==> src/rtl/uart_rx_oversampler_pkg.sv <==
// Shared defaults and state encoding for the UART receive oversampler.
package uart_rx_oversampler_pkg;

   localparam int OVERSAMPLE_DEF  = 16;
   localparam int WIN_LO_DEF      = 6;
   localparam int WIN_HI_DEF      = 9;
   localparam int SYNC_STAGES_DEF = 2;
   localparam bit START_CHECK_DEF = 1'b1;

   typedef enum logic [1:0] {
      IDLE  = 2'd0,
      START = 2'd1,
      DATA  = 2'd2
   } rx_state_e;

endpackage

==> src/rtl/uart_rx_oversampler_sync.sv <==
// Reset-to-one multi-flop synchroniser for the asynchronous RX line.
module uart_sync #(
   parameter int STAGES = 2
) (
   input  logic clk,
   input  logic rst,
   input  logic d,
   output logic q
);

   logic [STAGES-1:0] chain_r;

   // shift chain; idle line level is 1, so reset fills with ones
   always_ff @(posedge clk or posedge rst) begin
      if (rst) begin
         chain_r <= {STAGES{1'b1}};
      end else begin
         chain_r <= {chain_r[STAGES-2:0], d};
      end
   end

   assign q = chain_r[STAGES-1];

endmodule

==> src/rtl/uart_rx_oversampler.sv <==
// UART RX oversampler: start-edge detect, windowed majority vote per bit,
// false-start rejection and noise flag; one registered bit per bit period.
module uart_rx_oversampler
   import uart_rx_oversampler_pkg::*;
#(
   parameter int OVERSAMPLE  = OVERSAMPLE_DEF,
   parameter int WIN_LO      = WIN_LO_DEF,
   parameter int WIN_HI      = WIN_HI_DEF,
   parameter int SYNC_STAGES = SYNC_STAGES_DEF,
   parameter bit START_CHECK = START_CHECK_DEF
) (
   input  logic clk,
   input  logic rst,
   input  logic tick_en,
   input  logic in,
   input  logic stop,
   output logic out,
   output logic valid,
   output logic noise,
   output logic false_start,
   output logic busy
);

   localparam int PW = $clog2(OVERSAMPLE);
   localparam int CW = $clog2(WIN_HI - WIN_LO + 2);
   localparam logic [PW-1:0] PH_LAST = PW'(OVERSAMPLE - 1);
   localparam logic [PW-1:0] PH_LO   = PW'(WIN_LO);
   localparam logic [PW-1:0] PH_HI   = PW'(WIN_HI);
   localparam logic [PW-1:0] PH_ONE  = PW'(1'b1);
   localparam logic [CW-1:0] CNT_ONE = CW'(1'b1);

   if ((OVERSAMPLE < 32'sd4) || (OVERSAMPLE > 32'sd64) || (WIN_LO < 32'sd0) ||
       (WIN_LO > WIN_HI) || (WIN_HI > OVERSAMPLE - 32'sd2) ||
       (SYNC_STAGES < 32'sd2)) begin : g_bad_param
      $error("uart_rx_oversampler: illegal parameter combination");
   end

   logic            in_s;
   rx_state_e       state_r, state_s;
   logic [PW-1:0]   phase_r, phase_s;
   logic [CW-1:0]   cnt0_r, cnt0_s, cnt1_r, cnt1_s;
   logic            out_r, out_s;
   logic            valid_r, valid_s;
   logic            noise_r, noise_s;
   logic            fs_r, fs_s;
   logic            busy_r;
   logic            bit_s;
   logic            in_win_s;

   uart_sync #(.STAGES(SYNC_STAGES)) u_sync (
      .clk (clk),
      .rst (rst),
      .d   (in),
      .q   (in_s)
   );

   assign bit_s    = (cnt1_r > cnt0_r);
   assign in_win_s = (phase_r >= PH_LO) && (phase_r <= PH_HI);

   // next state, sampling counters and pulse outputs
   always_comb begin
      state_s = state_r;
      phase_s = phase_r;
      cnt0_s  = cnt0_r;
      cnt1_s  = cnt1_r;
      out_s   = out_r;
      valid_s = 1'b0;
      noise_s = 1'b0;
      fs_s    = 1'b0;
      if (stop) begin
         state_s = IDLE;
         phase_s = {PW{1'b0}};
         cnt0_s  = {CW{1'b0}};
         cnt1_s  = {CW{1'b0}};
      end else if (tick_en) begin
         case (state_r)
            IDLE: begin
               if (!in_s) begin
                  state_s = START;
                  phase_s = {PW{1'b0}};
                  cnt0_s  = {CW{1'b0}};
                  cnt1_s  = {CW{1'b0}};
               end else begin
                  state_s = IDLE;
               end
            end
            START, DATA: begin
               if (phase_r == PH_LAST) begin
                  phase_s = {PW{1'b0}};
                  cnt0_s  = {CW{1'b0}};
                  cnt1_s  = {CW{1'b0}};
                  if ((state_r == START) && bit_s && START_CHECK) begin
                     fs_s    = 1'b1;
                     state_s = IDLE;
                  end else begin
                     valid_s = 1'b1;
                     out_s   = bit_s;
                     noise_s = (state_r == DATA) && (cnt0_r != {CW{1'b0}}) &&
                               (cnt1_r != {CW{1'b0}});
                     state_s = DATA;
                  end
               end else begin
                  phase_s = phase_r + PH_ONE;
                  // the decision tick itself takes no sample
                  if (in_win_s && in_s) begin
                     cnt1_s = cnt1_r + CNT_ONE;
                  end else if (in_win_s) begin
                     cnt0_s = cnt0_r + CNT_ONE;
                  end else begin
                     cnt0_s = cnt0_r;
                  end
               end
            end
            default: begin
               state_s = IDLE;
               phase_s = {PW{1'b0}};
               cnt0_s  = {CW{1'b0}};
               cnt1_s  = {CW{1'b0}};
            end
         endcase
      end else begin
         state_s = state_r;
      end
   end

   // state and output registers
   always_ff @(posedge clk or posedge rst) begin
      if (rst) begin
         state_r <= IDLE;
         phase_r <= {PW{1'b0}};
         cnt0_r  <= {CW{1'b0}};
         cnt1_r  <= {CW{1'b0}};
         out_r   <= 1'b1;
         valid_r <= 1'b0;
         noise_r <= 1'b0;
         fs_r    <= 1'b0;
         busy_r  <= 1'b0;
      end else begin
         state_r <= state_s;
         phase_r <= phase_s;
         cnt0_r  <= cnt0_s;
         cnt1_r  <= cnt1_s;
         out_r   <= out_s;
         valid_r <= valid_s;
         noise_r <= noise_s;
         fs_r    <= fs_s;
         busy_r  <= (state_s != IDLE);
      end
   end

   assign out         = out_r;
   assign valid       = valid_r;
   assign noise       = noise_r;
   assign false_start = fs_r;
   assign busy        = busy_r;

endmodule

==> config.mk <==
export PLATFORM = sky130hd
export DESIGN_NAME = uart_rx_oversampler
export DESIGN_NICKNAME = d
export VERILOG_FILES = /design/src/rtl/uart_rx_oversampler_pkg.sv /design/src/rtl/uart_rx_oversampler_sync.sv /design/src/rtl/uart_rx_oversampler.sv
export SDC_FILE = /design/constraint.sdc
export NUM_CORES = 1
export LEC_CHECK = 0
export ABC_AREA = 1
export BUFFER_PORTS_ARGS = -buffer_cell sky130_fd_sc_hd__buf_2
export CELL_PAD_IN_SITES_DETAIL_PLACEMENT = 1
export CELL_PAD_IN_SITES_GLOBAL_PLACEMENT = 2
export CORE_UTILIZATION = 37
export DETAILED_ROUTE_END_ITERATION = 6
export GPL_TIMING_DRIVEN = 0
export PLACE_DENSITY = 0.93
export SETUP_SLACK_MARGIN = 0.15
export SLEW_MARGIN = 10
export SYNTH_ARGS = -nofsm -noshare
export SYNTH_HDL_FRONTEND = slang
export SYNTH_HIERARCHICAL = 1
export SYNTH_SLANG_ARGS = --single-unit
==> constraint.sdc <==
create_clock -name clk -period 2.25 [get_ports clk]
set_input_delay 0.45 -clock clk [delete_from_list [all_inputs] [get_ports clk]]
set_output_delay 0.45 -clock clk [all_outputs]
set_load 0.05 [all_outputs]
==> qor.txt <==
root buf cell: clkbuf_4
post-synth net total: 179
flops & latches, synth: 19
clk_lat worst skew: 0.30 ns
area delta synth->final: 10.2%
Peak Freq: 0.609 GHz
WP data arrival: 1.89 ns
fin crit share: 73.0%
I/O pins: 10
post-CTS resize count: 0
# setup viols final: 0
TNS Setup: 0 ns
required time worst endpoint: 2.50 ns
Total GRT Usage: 17.8%
most frequent cells in the layout: nand2_1 (38), inv_1 (30), dfrtp_1 (16)
layout cell share with drive strength beyond 1: 18.6%
WL/cell: 12.2 um
Clock transition at path regs: 0.12 ns
nets: 193
CP Max Fanout: 5
Synth cell types: 21
Peak VDD IR: 0.273 mV
CTS Sinks: 19
Die Area: 3620 um2
Die X: 60.2 um
CTS tree: yes
CP Class: flip-flop to flip-flop
PwrDens: 514 nW/um2
DRT antenna net count: 0
first-pass GRT wire length: 4.72 mm
Avg Cell Area, Syn: 7.87 um2
vias in the first global route: 1,038
Max-Cap Viols: 0
Vias per Instance: 4.68
register area share after synthesis: 38.3%
Syn Std Cell Area: 1250 um2
row count: 20
via count: 1,010
Final Skew: 0.0123 ns
GPL Wtd Cong: 0.794
total length of routed wires: 2.65 mm
initial antenna violation count: 0
CTS Buf Count: 3
CTS Buffer Depth: 2
largest net degree at the start of global routing: 18
Ys Warns: 6
DP Area: 1350 um2
Gate Count Post-Synth: 159
starting density of the core: 40.0%
commonest non-fill, non-tap cell in the layout: nand2_1
height of the die: 60.2 um
initial drt markers: 19
CP endpoint kind: flip-flop
drt drc: 0
Hold Crit Class: primary input to async pin
cts hold-fix bufs: 0
Setup Buffers After CTS: 0
hpwl dp: 2.21 mm
status: completed
Pre-antenna DRT Iters: 4
Post-Layout Inst Area: 1380 um2
diode count: 0
Final Slew Violations: 0
total gr overflow: 0
PortBufs: 9
final worst path period need: 1.64 ns
H-tree Lvls: 1
Core ar.: 3130 um2
Pleak: 0.765 nW
Final Hold Fails: 0
CP startpoint kind: flip-flop
Rel. slew slack: 53.9%
R2R setup slack: 0.61 ns
RSZ-0062 raised after global routing: false
worst slew pin tran: 0.691 ns
layout make-up:
type / instances / area (um2)
sequential: 19 / 479
clock buffer: 3 / 22.5
fill: 392 / 1750
inverter: 33 / 124
buffer: 1 / 11.3
clock inverter: 1 / 5.00
multi-input combinational: 106 / 637
timing repair buffer: 9 / 45.0
tap: 44 / 55.1
routing by layer:
metal / up-vias / global-route usage (%) / share of wire [%] / wire (um)
met5: - / 0 / 0 / 0
met4: 0 / 2.99 / 0.38 / 10
met3: 2 / 3.90 / 1.7 / 46
met2: 6 / 30.9 / 53 / 1400
met1: 488 / 22.5 / 45 / 1190
li1: 514 / - / - / -
final timing paths:
check,end,cells after the start,from
setup / recovery,cnt1_r[2],10,state_r[0]
hold / removal,u_sync/chain_r[0],2,rst
setup reg to reg,cnt1_r[2],10,state_r[0]
hold reg to reg,u_sync/chain_r[1],0,u_sync/chain_r[0]
max in group asynchronous,phase_r[1],2,rst
min in group clk,u_sync/chain_r[0],1,in
critical path: stages (launching register included):
cell and delay, ns:
dfrtp_1 0.44, inv_1 0.09, ha_1 0.36, inv_1 0.11, nor2_4 0.15, nand2_4 0.09, inv_2 0.11, nand2_4 0.07
nand2_2 0.07, nand2_1 0.06, nand2_1 0.05
cells by family after synthesis:
family | Yosys count | synth area share (%)
compound gates | 11 | 4.40
xor+xnor | 1 | 0.700
flops | 19 | 38.3
fa+ha+maj | 15 | 15.0
buf+inv | 34 | 10.8
simple gates | 79 | 30.8
power by group:
group	switching [mW]	total, mW	internal [mW]	leakage (nW)
sequential	0.0195	0.380	0.360	0.251
combinational	0.103	0.155	0.0513	0.496
clock	0.108	0.174	0.0662	0.0177
total	0.231	0.709	0.478	0.765
metrics by stage:
step / power [mW] / std cells / utilization (%) / setup WS, ns / hold slack [ns]
final: 0.709 / 216 / 44.1 / 0.608 / 0.163
after global routing: 0.757 / 216 / 44.1 / 0.450 / 0.180
after CTS: 0.727 / 216 / 44.1 / 0.605 / 0.152
after detailed placement: 0.545 / 212 / 43.2 / 0.613 / 0.351
after global placement: 0.536 / 212 / 43.2 / 0.673 / 0.349
after floorplan: 0.498 / 159 / - / 0.842 / 0.345
registers in the layout, indices dropped and copies added (netlist names):
signal,count
cnt0_r,3
state_r,2
false_start,1
phase_r,4
out,1
valid,1
cnt1_r,3
busy,1
noise,1
u_sync/chain_r,2
synthesized netlist by cell type:
cell type   n  area, um2
nand2_1    38        143
inv_1      30        113
dfrtp_1    16        400
ha_1       15        188
nand3_1    14       70.1
nor2_1     11       41.3
a21oi_1     6       30.0
nand2_2     6       37.5
dfstp_2     3       78.8
inv_2       3       11.3
o21ai_1     3       15.0
nand2_4     2       22.5
nand4_1     2       12.5
nor3_1      2       10.0
o21ai_0     2       10.0
buf_6       1       11.3
nand3_2     1       10.0
nand3_4     1       17.5
nor2_4      1       11.3
nor3_2      1       10.0
xnor2_1     1       8.76
Note: power is estimated with default switching activity, not from simulation.
